==> config.mk <==
export PLATFORM = sky130hd
export DESIGN_NAME = bcd_updown_counter
export DESIGN_NICKNAME = d
export VERILOG_FILES = /design/src/rtl/bcd_updown_counter.sv
export SDC_FILE = /design/constraint.sdc
export NUM_CORES = 1
export LEC_CHECK = 0
export BUFFER_PORTS_ARGS = -buffer_cell sky130_fd_sc_hd__clkbuf_2
export CAP_MARGIN = 15
export CORE_MARGIN = 5
export CORE_UTILIZATION = 57
export CTS_CLUSTER_DIAMETER = 30
export CTS_CLUSTER_SIZE = 10
export DETAILED_ROUTE_END_ITERATION = 6
export GPL_TIMING_DRIVEN = 0
export PLACE_DENSITY = 0.81
export SLEW_MARGIN = 25
export SYNTH_ARGS = -nofsm -noshare
export SYNTH_HDL_FRONTEND = slang
export SYNTH_SLANG_ARGS = --single-unit
==> constraint.sdc <==
create_clock -name clk -period 5.8 [get_ports clk]
set_input_delay 1.16 -clock clk [delete_from_list [all_inputs] [get_ports clk]]
set_output_delay 1.16 -clock clk [all_outputs]
set_load 0.005 [all_outputs]
==> src/rtl/bcd_updown_counter.sv <==
// bcd_updown_counter: N-digit BCD up/down counter with wrap/saturate, fire edge detect, load/clear, status flags
// Ports: clk, reset (async, active-high); enable gates steps; fire = count request; dir 0=up 1=down;
//        clear/load synchronous (clear > load > step); load_val packed BCD (digits >9 clamp to 9);
//        count packed BCD (digit 0 at [3:0]); zero/at_max decode count; wrap_pulse one cycle after a wrap;
//        ovf_sticky latches any wrap or limit hit until reset/clear.
module bcd_updown_counter #(
  parameter int DIGITS    = 3,
  parameter bit SATURATE  = 1'b0,
  parameter bit EDGE_FIRE = 1'b1
) (
  input  logic                  clk,
  input  logic                  reset,
  input  logic                  enable,
  input  logic                  fire,
  input  logic                  dir,
  input  logic                  clear,
  input  logic                  load,
  input  logic [4*DIGITS-1:0]   load_val,
  output logic [4*DIGITS-1:0]   count,
  output logic                  zero,
  output logic                  at_max,
  output logic                  wrap_pulse,
  output logic                  ovf_sticky
);
  logic [4*DIGITS-1:0] count_q, count_d, nxt, clamp;
  logic                fire_q, fire_d, wrap_q, wrap_d, ovf_q, ovf_d;
  logic                c, all9, step, hit;
  logic [3:0]          d, ld;
  always_comb begin
    nxt   = count_q;
    clamp = load_val;
    c     = 1'b1;
    all9  = 1'b1;
    d     = '0;
    ld    = '0;
    for (int i = 0; i < DIGITS; i++) begin
      d  = count_q[4*i +: 4];
      ld = load_val[4*i +: 4];
      clamp[4*i +: 4] = ld > 4'd9 ? 4'd9 : ld;
      nxt[4*i +: 4]   = !c ? d : dir ? (d == 4'd0 ? 4'd9 : d - 4'd1) : (d == 4'd9 ? 4'd0 : d + 4'd1);
      c    = c & (dir ? d == 4'd0 : d == 4'd9);
      all9 = all9 & (d == 4'd9);
    end
    // carry/borrow out of the top digit means the step runs past the limit
    step    = enable & (EDGE_FIRE ? fire & ~fire_q : fire);
    hit     = step & c & ~load & ~clear;
    count_d = clear ? '0 : load ? clamp : (step & ~(SATURATE & c)) ? nxt : count_q;
    wrap_d  = hit & ~SATURATE;
    ovf_d   = ~clear & (ovf_q | hit);
    fire_d  = fire;
  end
  // fire_q resets to 1 so a fire held high across reset release is not an edge
  always_ff @(posedge clk or posedge reset) begin
    if (reset) begin
      count_q <= '0;
      fire_q  <= 1'b1;
      wrap_q  <= 1'b0;
      ovf_q   <= 1'b0;
    end else begin
      count_q <= count_d;
      fire_q  <= fire_d;
      wrap_q  <= wrap_d;
      ovf_q   <= ovf_d;
    end
  end
  assign count      = count_q;
  assign zero       = count_q == '0;
  assign at_max     = all9;
  assign wrap_pulse = wrap_q;
  assign ovf_sticky = ovf_q;
endmodule

==> reports/metrics.csv, run 1 <==
stage;metric;value;unit
critical_path;Reg2Reg Depth;7;
logic_synthesis;Yosys reg bits;15;
global_routing;global-route wire length before repair;6285;um
logic_synthesis;top cell type's share of synthesized area;24.33;%
die;Initial Util;58.66;%
cts;clock slew seen by the registers of the worst setup and hold paths;0.10;ns
timing;Fmax;304.8;MHz
cts;CTS tree;yes;
die;die height;60.27;um
critical_path;CP endpoint kind;output port;
cts;Post CTS Setup Buffer Count;0;
cts;Clock Sinks;15;
logic_synthesis;synthesized area;1440;um2
critical_path;R2R Setup Slk;3.33;ns
outcome;status;finished clean;
power;Flop pwr share;43.3;%
critical_path;Worst Path Required;4.64;ns
global_routing;number of global-route vias before repair;1427;
timing;final setup margin;2.519;ns
logic_synthesis;Mean Syn Cell Area;8.277;um2
power;Switching Share;36.10;%
route;final WL;3888;um
power;Switch Pwr;101.3;uW
logic_synthesis;syn nets;204;
logic_synthesis;Main synth FF type;dfrtp_1;
final_layout;Final #Nets;241;
logic_synthesis;Gate Count Post-Synth;174;
logic_synthesis;yosys warns;0;
critical_path;WS Path Type;flop to output port;
die;Die ar.;3632;um2
timing;Slew headroom;57.21;%
die;IO Count;35;
timing;period utilization;56.56;%
route;Vias/cell;6.221;
cts;CTS hold repair buffers;0;
timing;Setup Skew;0.01077;ns
cts;Worst-Skew Late Latency;0.29;ns
timing;Final Max Slew Viols;0;
global_routing;total grt overflow;0;
cts;CTS H-tree lvls;1;
min_path;worst min-delay path class;flop to flop;
logic_synthesis;Seq/Total Area, Yosys;26.15;%
logic_synthesis;async set-reset flop share out of synthesis;100.0;%
die;Core ar.;2455;um2
global_routing;largest net degree at the start of global routing;16;
power;Lkg Pwr;0.7740;nW
timing;fin crit period;3.281;ns
logic_synthesis;distinct cell type count after synthesis;49;
route;Iteration-0 DRC Markers;90;
global_routing;global-route usage over all layers;22.90;%
route;DRC errors left;0;
cts;Clock Tree Root;clkbuf_4;
global_routing;initial antenna violation count;0;
final_layout;Finished Cell Area;1664;um2
route;DR WL/cell;16.20;um
timing;Final setup viols;0;
power;Power Density;168.6;nW/um2
placed_design;I/O Buffers;32;
min_path;Hold Path Cell Cnt;1;
route;DRT antenna net count;0;
final_layout;n_diodes;0;
placed_design;Post-DP Area;1638;um2
logic_synthesis;Area contributors post-synth;dfrtp_1 24%, ha_1 9.6%, o21ai_0 5.9%;
die;Die Wd;60.27;um
power;internal power;179.2;uW
power;Clk pwr share;22.7;%
timing;setup tns final;0;ns
final_layout;share of layout cells above drive strength 1;22.38;%
placed_design;RD Place Congestion;0.8826;
route;DR vias;1493;
power;Peak supply drop;0.2168;mV
cts;Num CTS Buffers;3;
final_layout;Util after Layout;67.79;%
critical_path;critical path launch point type;flop;
die;# rows;18;
placed_design;Setup WS pre-CTS;2.870;ns
timing;RSZ-0062 raised after global routing;false;
timing;Final Hold Viols;0;
job;maxcap violations;0;
final_layout;Fillers;221;
placed_design;DP Wirelength;2976;um
power;Combinational Power Share;34.1;%
critical_path;Worst EP arrival;2.12;ns
power;Pwr Total;280.5;uW
logic_synthesis;Post-synth EDFFs;0;
logic_synthesis;Synth area leader;dfrtp_1;
cts;post-CTS sizing;0;
cts;maximum clock insertion buffer count;2;
final_layout;P&R area growth vs syn;15.55;%
route;drt pass-1 iters;5;
critical_path;Crit Path Max Fanout;9;
timing;Worst Tran Pin Value;0.6419;ns
logic make-up after synthesis:
kind of cell | Yosys count | share of synthesized area (%)
simple gates | 64 | 24.94
compound gates | 53 | 26.50
buf+inv | 26 | 7.297
flops | 15 | 26.15
fa+ha+maj | 11 | 9.557
mux | 5 | 5.561
layer usage:
layer	vias up	global-route usage [%]	wire length, um
li1	712	-	-
met5	-	0	0
met2	57	41.67	2002
met1	717	25.82	1543
met3	7	5.400	289
met4	0	7.595	53
cells in the final DEF, fill, tap and decap left out, types with 2 or more instances in the layout:
master	synthesis	layout
clkbuf_4	0	3
clkbuf_1	9	10
mux2i_1	2	2
o211ai_1	3	3
o21ai_0	17	17
nor2_1	15	15
nand3_1	7	7
a21oi_1	6	6
nor4_1	3	3
inv_1	15	15
clkbuf_2	0	32
a31oi_1	4	4
a311oi_1	3	3
dfrtp_1	14	14
a311o_1	2	2
ha_1	11	11
nand2b_1	5	5
nor2b_1	2	2
a21o_1	2	2
nor3_1	3	3
o21bai_1	2	2
a221oi_1	3	3
nand2_1	14	14
nand3b_1	5	5
sequential cells by signal (all words and copies together), names as in the netlist:
| signal | cells |
|---|---|
| count | 12 |
| fire_q | 1 |
| ovf_sticky | 1 |
| wrap_pulse | 1 |
synthesized netlist by cell type (3+ instances only):
| cell | number |
|---|---|
| nand2_1 | 14 |
| inv_1 | 15 |
| clkbuf_1 | 9 |
| o21ai_0 | 17 |
| a311oi_1 | 3 |
| ha_1 | 11 |
| nand2b_1 | 5 |
| nor2_1 | 15 |
| nand3b_1 | 5 |
| a21oi_1 | 6 |
| nor3_1 | 3 |
| a221oi_1 | 3 |
| o211ai_1 | 3 |
| nand3_1 | 7 |
| dfrtp_1 | 14 |
| a31oi_1 | 4 |
| nor4_1 | 3 |
critical path: stages (launching register included):
cell and delay [ns]:
dfrtp_1 0.50, inv_1 0.17, ha_1 0.21, nand2b_1 0.09, or2_2 0.31, nor4_1 0.37, clkbuf_2 0.18
metrics by stage:
stage / hold slack [ns] / std cells
6_report: 0.5221 / 240
5_1_grt: 0.5485 / 240
4_1_cts: 0.5240 / 240
3_5_place_dp: 0.5009 / 236
3_3_place_gp: 0.4905 / 236
2_1_floorplan: 0.5039 / 174
path summary, 6_finish.rpt:
path,start,end
hold reg to reg,ovf_sticky,ovf_sticky
setup reg to reg,count[0],count[8]
setup / recovery,count[0],zero
min in group asynchronous,reset,ovf_sticky
max in group asynchronous,reset,count[4]
hold / removal,ovf_sticky,ovf_sticky
power by group through the flow:
stage	registers (mW)	logic, mW	clock network [mW]
2_1_floorplan	0.121	0.0655	0
3_3_place_gp	0.122	0.0898	0
3_5_place_dp	0.123	0.0946	0
4_1_cts	0.121	0.0951	0.0645
5_1_grt	0.123	0.106	0.0693
6_report	0.121	0.0956	0.0635
final cells by class:
type                       count  area (um2)  share of cell area [%]
buffer                        10       45.04                   2.707
clock buffer                   4       26.28                   1.579
inverter                      16       60.06                   3.609
multi-input combinational    133       958.4                   57.59
sequential                    15       376.6                   22.63
tap                           30       37.54                   2.256
timing repair buffer          32       160.2                   9.624
(Power assumes the default switching activity.)
==> run 2, diff against run 1 <==
Settings changed: CORE_UTILIZATION 57 to 53, PLACE_DENSITY 0.81 to 0.76.
Clock period 5.8 ns to 3.3 ns, I/O delays scaled along.
==> run 2 against run 1 <==
Compared with the run above:
- clock skew decreased by 0.0017 ns
- sequential power increased by 75%
- worst setup slack got worse by 2.0 ns
- clock power increased by 67%
- highest routed layer unchanged
- critical path type unchanged
- core utilization decreased by 5.8 points
- via count increased by 1.1%
- largest cell class unchanged
==> reports/metrics.csv, run 2 (synthesis gave the netlist of run 1 again) <==
stage;metric;value;unit;change
outcome;status;finished clean;;
critical_path;Worst Path Required;2.64;ns;-2.00 ns
die;Die Wd;62.13;um;+3.1%
route;DR WL/cell;15.66;um;-3.3%
route;DR vias;1509;;+1.1%
die;IO Count;35;;unchanged
die;die height;62.13;um;+3.1%
power;Lkg Pwr;0.7740;nW;unchanged
route;Vias/cell;6.261;;+0.65%
final_layout;most common cell after layout, fill and taps aside;clkbuf_2;;
global_routing;global-route usage over all layers;20.39;%;-2.5 points
timing;Worst Tran Pin Value;0.6141;ns;-0.02777 ns
global_routing;largest net degree at the start of global routing;16;;unchanged
cts;Post CTS Setup Buffer Count;0;;unchanged
cts;CTS H-tree lvls;1;;unchanged
critical_path;cell family with most CP delay;simple AND/OR/NAND/NOR gates;;
critical_path;CP endpoint kind;output port;;
power;Pwr Total;487.7;uW;+74%
final_layout;Layout Cells excl Fill;241;;+0.42%
timing;setup tns final;0;ns;unchanged
cts;clock slew seen by the registers of the worst setup and hold paths;0.09;ns;about the same
power;Combinational Power Share;34.6;%;+0.5 points
critical_path;crit-path max cell delay;0.50;ns;about the same
cts;CTS hold repair buffers;0;;unchanged
timing;Slew headroom;59.06;%;+1.9 points
route;drt pass-1 iters;4;;-1
final_layout;max reg flops;12;;unchanged
route;DRC errors left;0;;unchanged
power;Switching Share;35.37;%;-0.73 points
power;Power Density;292.8;nW/um2;+74%
timing;period utilization;83.05;%;
cts;Worst-Skew Late Latency;0.29;ns;about the same
critical_path;critical path, cell by cell;inv_1, ha_1, or3b_2, nor4_1, clkbuf_2;;
power;internal power;315.2;uW;+76%
critical_path;Crit. Startpoint;count[8];;
critical_path;slowest cell on the critical path;or3b_2;;
final_layout;Util after Layout;61.99;%;-5.8 points
placed_design;I/O Buffers;32;;unchanged
critical_path;Reg2Reg Depth;7;;unchanged
route;DRT antenna net count;0;;unchanged
cts;Clock Tree Root;clkbuf_4;;
final_layout;Fillers;249;;+13%
critical_path;WS Path Type;flop to output port;;
cts;Num CTS Buffers;3;;unchanged
cts;CTS tree;yes;;
critical_path;critical path launch point type;flop;;
critical_path;WP buf/inv;2;;unchanged
job;maxcap violations;0;;unchanged
power;Peak supply drop;0.2184;mV;+0.78%
global_routing;number of global-route vias before repair;1444;;+1.2%
critical_path;worst r2r src;count[0];;
min_path;worst min-delay path class;input pin to async pin;;
placed_design;Placed Instances;237;;+0.42%
critical_path;worst r2r dst;count[8];;
timing;Final Max Slew Viols;0;;unchanged
global_routing;initial antenna violation count;0;;unchanged
final_layout;n_diodes;0;;unchanged
global_routing;total grt overflow;0;;unchanged
die;Core ar.;2686;um2;+9.4%
final_layout;Final #Nets;241;;unchanged
critical_path;Worst EP arrival;2.08;ns;-0.04 ns
cts;post-CTS sizing;0;;unchanged
power;Switch Pwr;172.5;uW;+70%
timing;Setup Skew;0.009076;ns;-0.001691 ns
timing;RSZ-0062 raised after global routing;false;;
timing;Final setup viols;0;;unchanged
critical_path;Crit Path Max Fanout;8;;-1
die;# rows;19;;+1
timing;fin crit period;2.741;ns;
final_layout;area of the multi-input gates;958.4;um2;unchanged
final_layout;commonest non-fill, non-tap cells in the layout;32 x clkbuf_2, 17 x o21ai_0, 15 x inv_1, 15 x nor2_1;;
route;Iteration-0 DRC Markers;128;;+42%
final_layout;Reg area;376.6;um2;unchanged
final_layout;share of layout cells above drive strength 1;22.38;%;unchanged
cts;Clock Sinks;15;;unchanged
final_layout;P&R area growth vs syn;15.64;%;about the same
timing;Final Hold Viols;0;;unchanged
power;Clk pwr share;21.8;%;-0.9 points
timing;Fmax;364.9;MHz;
route;final WL;3774;um;-2.9%
cts;maximum clock insertion buffer count;2;;unchanged
die;Die ar.;3860;um2;+6.3%
power;Flop pwr share;43.6;%;+0.3 points
global_routing;global-route wire length before repair;6561;um;+4.4%
placed_design;RD Place Congestion;0.8635;;-2.2%
placed_design;Post-DP Area;1639;um2;about the same
final_layout;Finished Cell Area;1665;um2;about the same
placed_design;DP Wirelength;2960;um;-0.52%
die;Initial Util;53.61;%;-5.1 points
critical_path;R2R Setup Slk;0.89;ns;-2.44 ns
## run 2: cell counts in the layout (fill, tap and decap cells not counted)
No cell type changed its count.
## run 2: final cells by class
| cell class | instances | area share (%) |
|---|---|---|
| multi-input cells | 133 | 57.55 |
| plain buffers | 10 | 2.705 |
| clock buffers | 4 | 1.578 |
| inverters | 16 | 3.606 |
| repair buffers | 32 | 9.617 |
| well taps | 31 | 2.329 |
| flip-flops and latches | 15 | 22.61 |
## run 2: worst max path at each step
stage,endpoint,depth (start not counted)
final,zero,5
after global routing,zero,6
after CTS,zero,6
after detailed placement,count[8],6
after global placement,count[8],6
after floorplan,count[8],6
## run 2: routing by layer
layer,vias up,GRT usage (%),part of all wire (%)
met5,-,0,0
met4,0,7.588,2.8
met3,14,2.883,7.7
met2,76,34.97,50
met1,709,25.62,40
li1,710,-,-
## run 2: power groups by stage
| stage | Sequential [mW] | Combinational [mW] | Clock, mW |
|---|---|---|---|
| after detailed placement | 0.216 | 0.167 | 0 |
| after global placement | 0.215 | 0.159 | 0 |
| after global routing | 0.216 | 0.189 | 0.120 |
| after floorplan | 0.213 | 0.115 | 0 |
| after CTS | 0.213 | 0.168 | 0.111 |
| final | 0.212 | 0.169 | 0.106 |
## run 2: per-stage QoR
stage / hold WS, ns / setup WS, ns
2_1_floorplan: 0.5039 / 1.070
3_3_place_gp: 0.4930 / 0.9183
3_5_place_dp: 0.5120 / 0.9019
4_1_cts: 0.4261 / 0.5731
5_1_grt: 0.4489 / 0.3925
6_report: 0.4051 / 0.5594
==> run 3, diff against run 2 <==
Clock period 3.3 ns to 2.6 ns, I/O delays scaled along.
==> run 3 against run 2 <==
Compared with the run above:
- first-iteration DRC count grew 1.6%
- combinational power is 33% higher
- die area is the same
- register-to-register slack got worse by 0.68 ns
- clock power increased by 29%
- final area is 1.7% higher
- clock skew rose by 0.0011 ns
- largest power group unchanged
==> reports/metrics.csv, run 3 (synthesis gave the netlist of run 1 again) <==
stage;metric;value;unit;change
final_layout;commonest non-fill, non-tap cells in the layout;32 x clkbuf_2, 17 x o21ai_0, 15 x inv_1, 15 x nor2_1, 14 x nand2_1;;
global_routing;total grt overflow;0;;unchanged
final_layout;n_diodes;0;;unchanged
critical_path;slowest cell on the critical path;or3b_2;;
final_layout;Util after Layout;63.02;%;+1.0 points
power;Peak supply drop;0.2820;mV;+29%
cts;clock slew seen by the registers of the worst setup and hold paths;0.10;ns;about the same
route;Vias/cell;6.269;;+0.11%
placed_design;Setup WS pre-CTS;0.2171;ns;-0.6848 ns
final_layout;Reg area;379.1;um2;+0.66%
timing;RSZ-0062 raised after global routing;false;;
die;Core ar.;2686;um2;unchanged
timing;fin crit period;2.527;ns;
critical_path;critical path, cell by cell;inv_1, ha_2, or3b_2, nor4_4, clkbuf_2;;
route;DRC errors left;0;;unchanged
timing;Setup Skew;0.01016;ns;+0.001079 ns
final_layout;Final #Nets;242;;+0.41%
global_routing;initial antenna violation count;0;;unchanged
die;Die ar.;3860;um2;unchanged
timing;Slew headroom;58.49;%;-0.57 points
global_routing;largest net degree at the start of global routing;16;;unchanged
critical_path;critical path launch point type;flop;;
cts;maximum clock insertion buffer count;2;;unchanged
critical_path;WS Path Type;flop to output port;;
cts;Clock Sinks;15;;unchanged
die;IO Count;35;;unchanged
route;DR vias;1517;;+0.53%
placed_design;I/O Buffers;32;;unchanged
final_layout;P&R area growth vs syn;17.55;%;
final_layout;most common cell after layout, fill and taps aside;clkbuf_2;;
timing;Final Max Slew Viols;0;;unchanged
cts;CTS tree;yes;;
timing;Fmax;395.8;MHz;
die;# rows;19;;unchanged
timing;Worst Tran Pin Value;0.6227;ns;+0.008527 ns
die;Die Wd;62.13;um;unchanged
route;DR WL/cell;15.89;um;+1.5%
cts;Worst-Skew Late Latency;0.29;ns;about the same
final_layout;Layout Cells excl Fill;242;;+0.41%
final_layout;area of the multi-input gates;975.9;um2;+1.8%
route;DRT antenna net count;0;;unchanged
global_routing;global-route usage over all layers;20.39;%;unchanged
cts;CTS hold repair buffers;0;;unchanged
global_routing;number of global-route vias before repair;1444;;unchanged
job;maxcap violations;0;;unchanged
die;Initial Util;53.61;%;unchanged
cts;Num CTS Buffers;3;;unchanged
placed_design;Placed Instances;237;;unchanged
outcome;status;finished clean;;
critical_path;Worst Path Required;2.08;ns;-0.56 ns
final_layout;Fillers;249;;unchanged
critical_path;Worst EP arrival;2.01;ns;-0.07 ns
global_routing;global-route wire length before repair;6561;um;unchanged
critical_path;Crit Path Max Fanout;4;;-4
cts;Clock Tree Root;clkbuf_4;;
critical_path;cell family with most CP delay;simple AND/OR/NAND/NOR gates;;
critical_path;CP endpoint kind;output port;;
timing;period utilization;97.18;%;
timing;final setup margin;0.07338;ns;-0.4860 ns
min_path;worst min-delay path class;input pin to async pin;;
final_layout;max reg flops;12;;unchanged
timing;setup tns final;0;ns;unchanged
cts;CTS H-tree lvls;1;;unchanged
route;Iteration-0 DRC Markers;130;;+1.6%
final_layout;share of layout cells above drive strength 1;24.64;%;+2.3 points
die;die height;62.13;um;unchanged
placed_design;DP Wirelength;2960;um;unchanged
timing;Final setup viols;0;;unchanged
placed_design;RD Place Congestion;0.8635;;unchanged
critical_path;WP buf/inv;2;;unchanged
critical_path;crit-path max cell delay;0.52;ns;+0.02 ns
timing;Final Hold Viols;0;;unchanged
route;drt pass-1 iters;4;;unchanged
power;Lkg Pwr;0.7772;nW;+0.41%
route;final WL;3846;um;+1.9%
power;Power Density;373.8;nW/um2;+28%
==> run 3: metal layers <==
layer	part of all wire, %	global-route usage (%)	vias to the layer above
met1	40	25.62	722
met2	51	34.97	69
met5	0	0	-
met3	6.0	2.883	14
li1	-	-	712
met4	3.1	7.588	0
==> run 3: stage by stage <==
step / cell area [um2] / hold slack [ns] / power, mW
final: 1693 / 0.2606 / 0.6329
after global routing: 1693 / 0.3089 / 0.6768
after CTS: 1665 / 0.2861 / 0.6240
after detailed placement: 1639 / 0.5120 / 0.4865
after global placement: 1639 / 0.4930 / 0.4742
after floorplan: 1440 / 0.4208 / 0.4170
==> run 3: final timing paths <==
check | from | to | slack [ns] | depth (start not counted)
max | count[9] | zero | 0.07 | 5
min | reset | count[3] | 0.26 | 2
max reg2reg | count[1] | count[8] | 0.21 | 7
min reg2reg | ovf_sticky | ovf_sticky | 0.53 | 1
max in group asynchronous | reset | count[8] | 1.90 | 2
min in group clk | fire | fire_q | 0.32 | 1
==> run 3: report_power, final <==
group / internal [mW] / switching (mW) / total (mW) / leakage [nW]
Combinational: 0.0979 / 0.127 / 0.225 / 0.568
Clock: 0.0596 / 0.0774 / 0.137 / 0.0150
Sequential: 0.248 / 0.0227 / 0.271 / 0.194
Total: 0.405 / 0.228 / 0.633 / 0.777
==> run 3: timing repair <==
item                       in CTS  in global routing
buffers inserted                0                  1
setup endpoints to repair       0                  1
gates resized for setup         0                  5
==> run 3: cell type report <==
type | count | area share [%]
multi-input combinational | 133 | 57.65
sequential | 15 | 22.39
timing repair buffer | 33 | 9.904
inverter | 16 | 3.548
buffer | 10 | 2.661
tap | 31 | 2.291
clock buffer | 4 | 1.552
==> run 3: worst register-to-register path, delay by kind of cell (launching register included) <==
family	cells	cell delay [ns]
compound gates	1	0.64
buf+inv	1	0.13
fa+ha+maj	1	0.24
flops	1	0.46
mux	1	0.34
simple gates	3	0.47
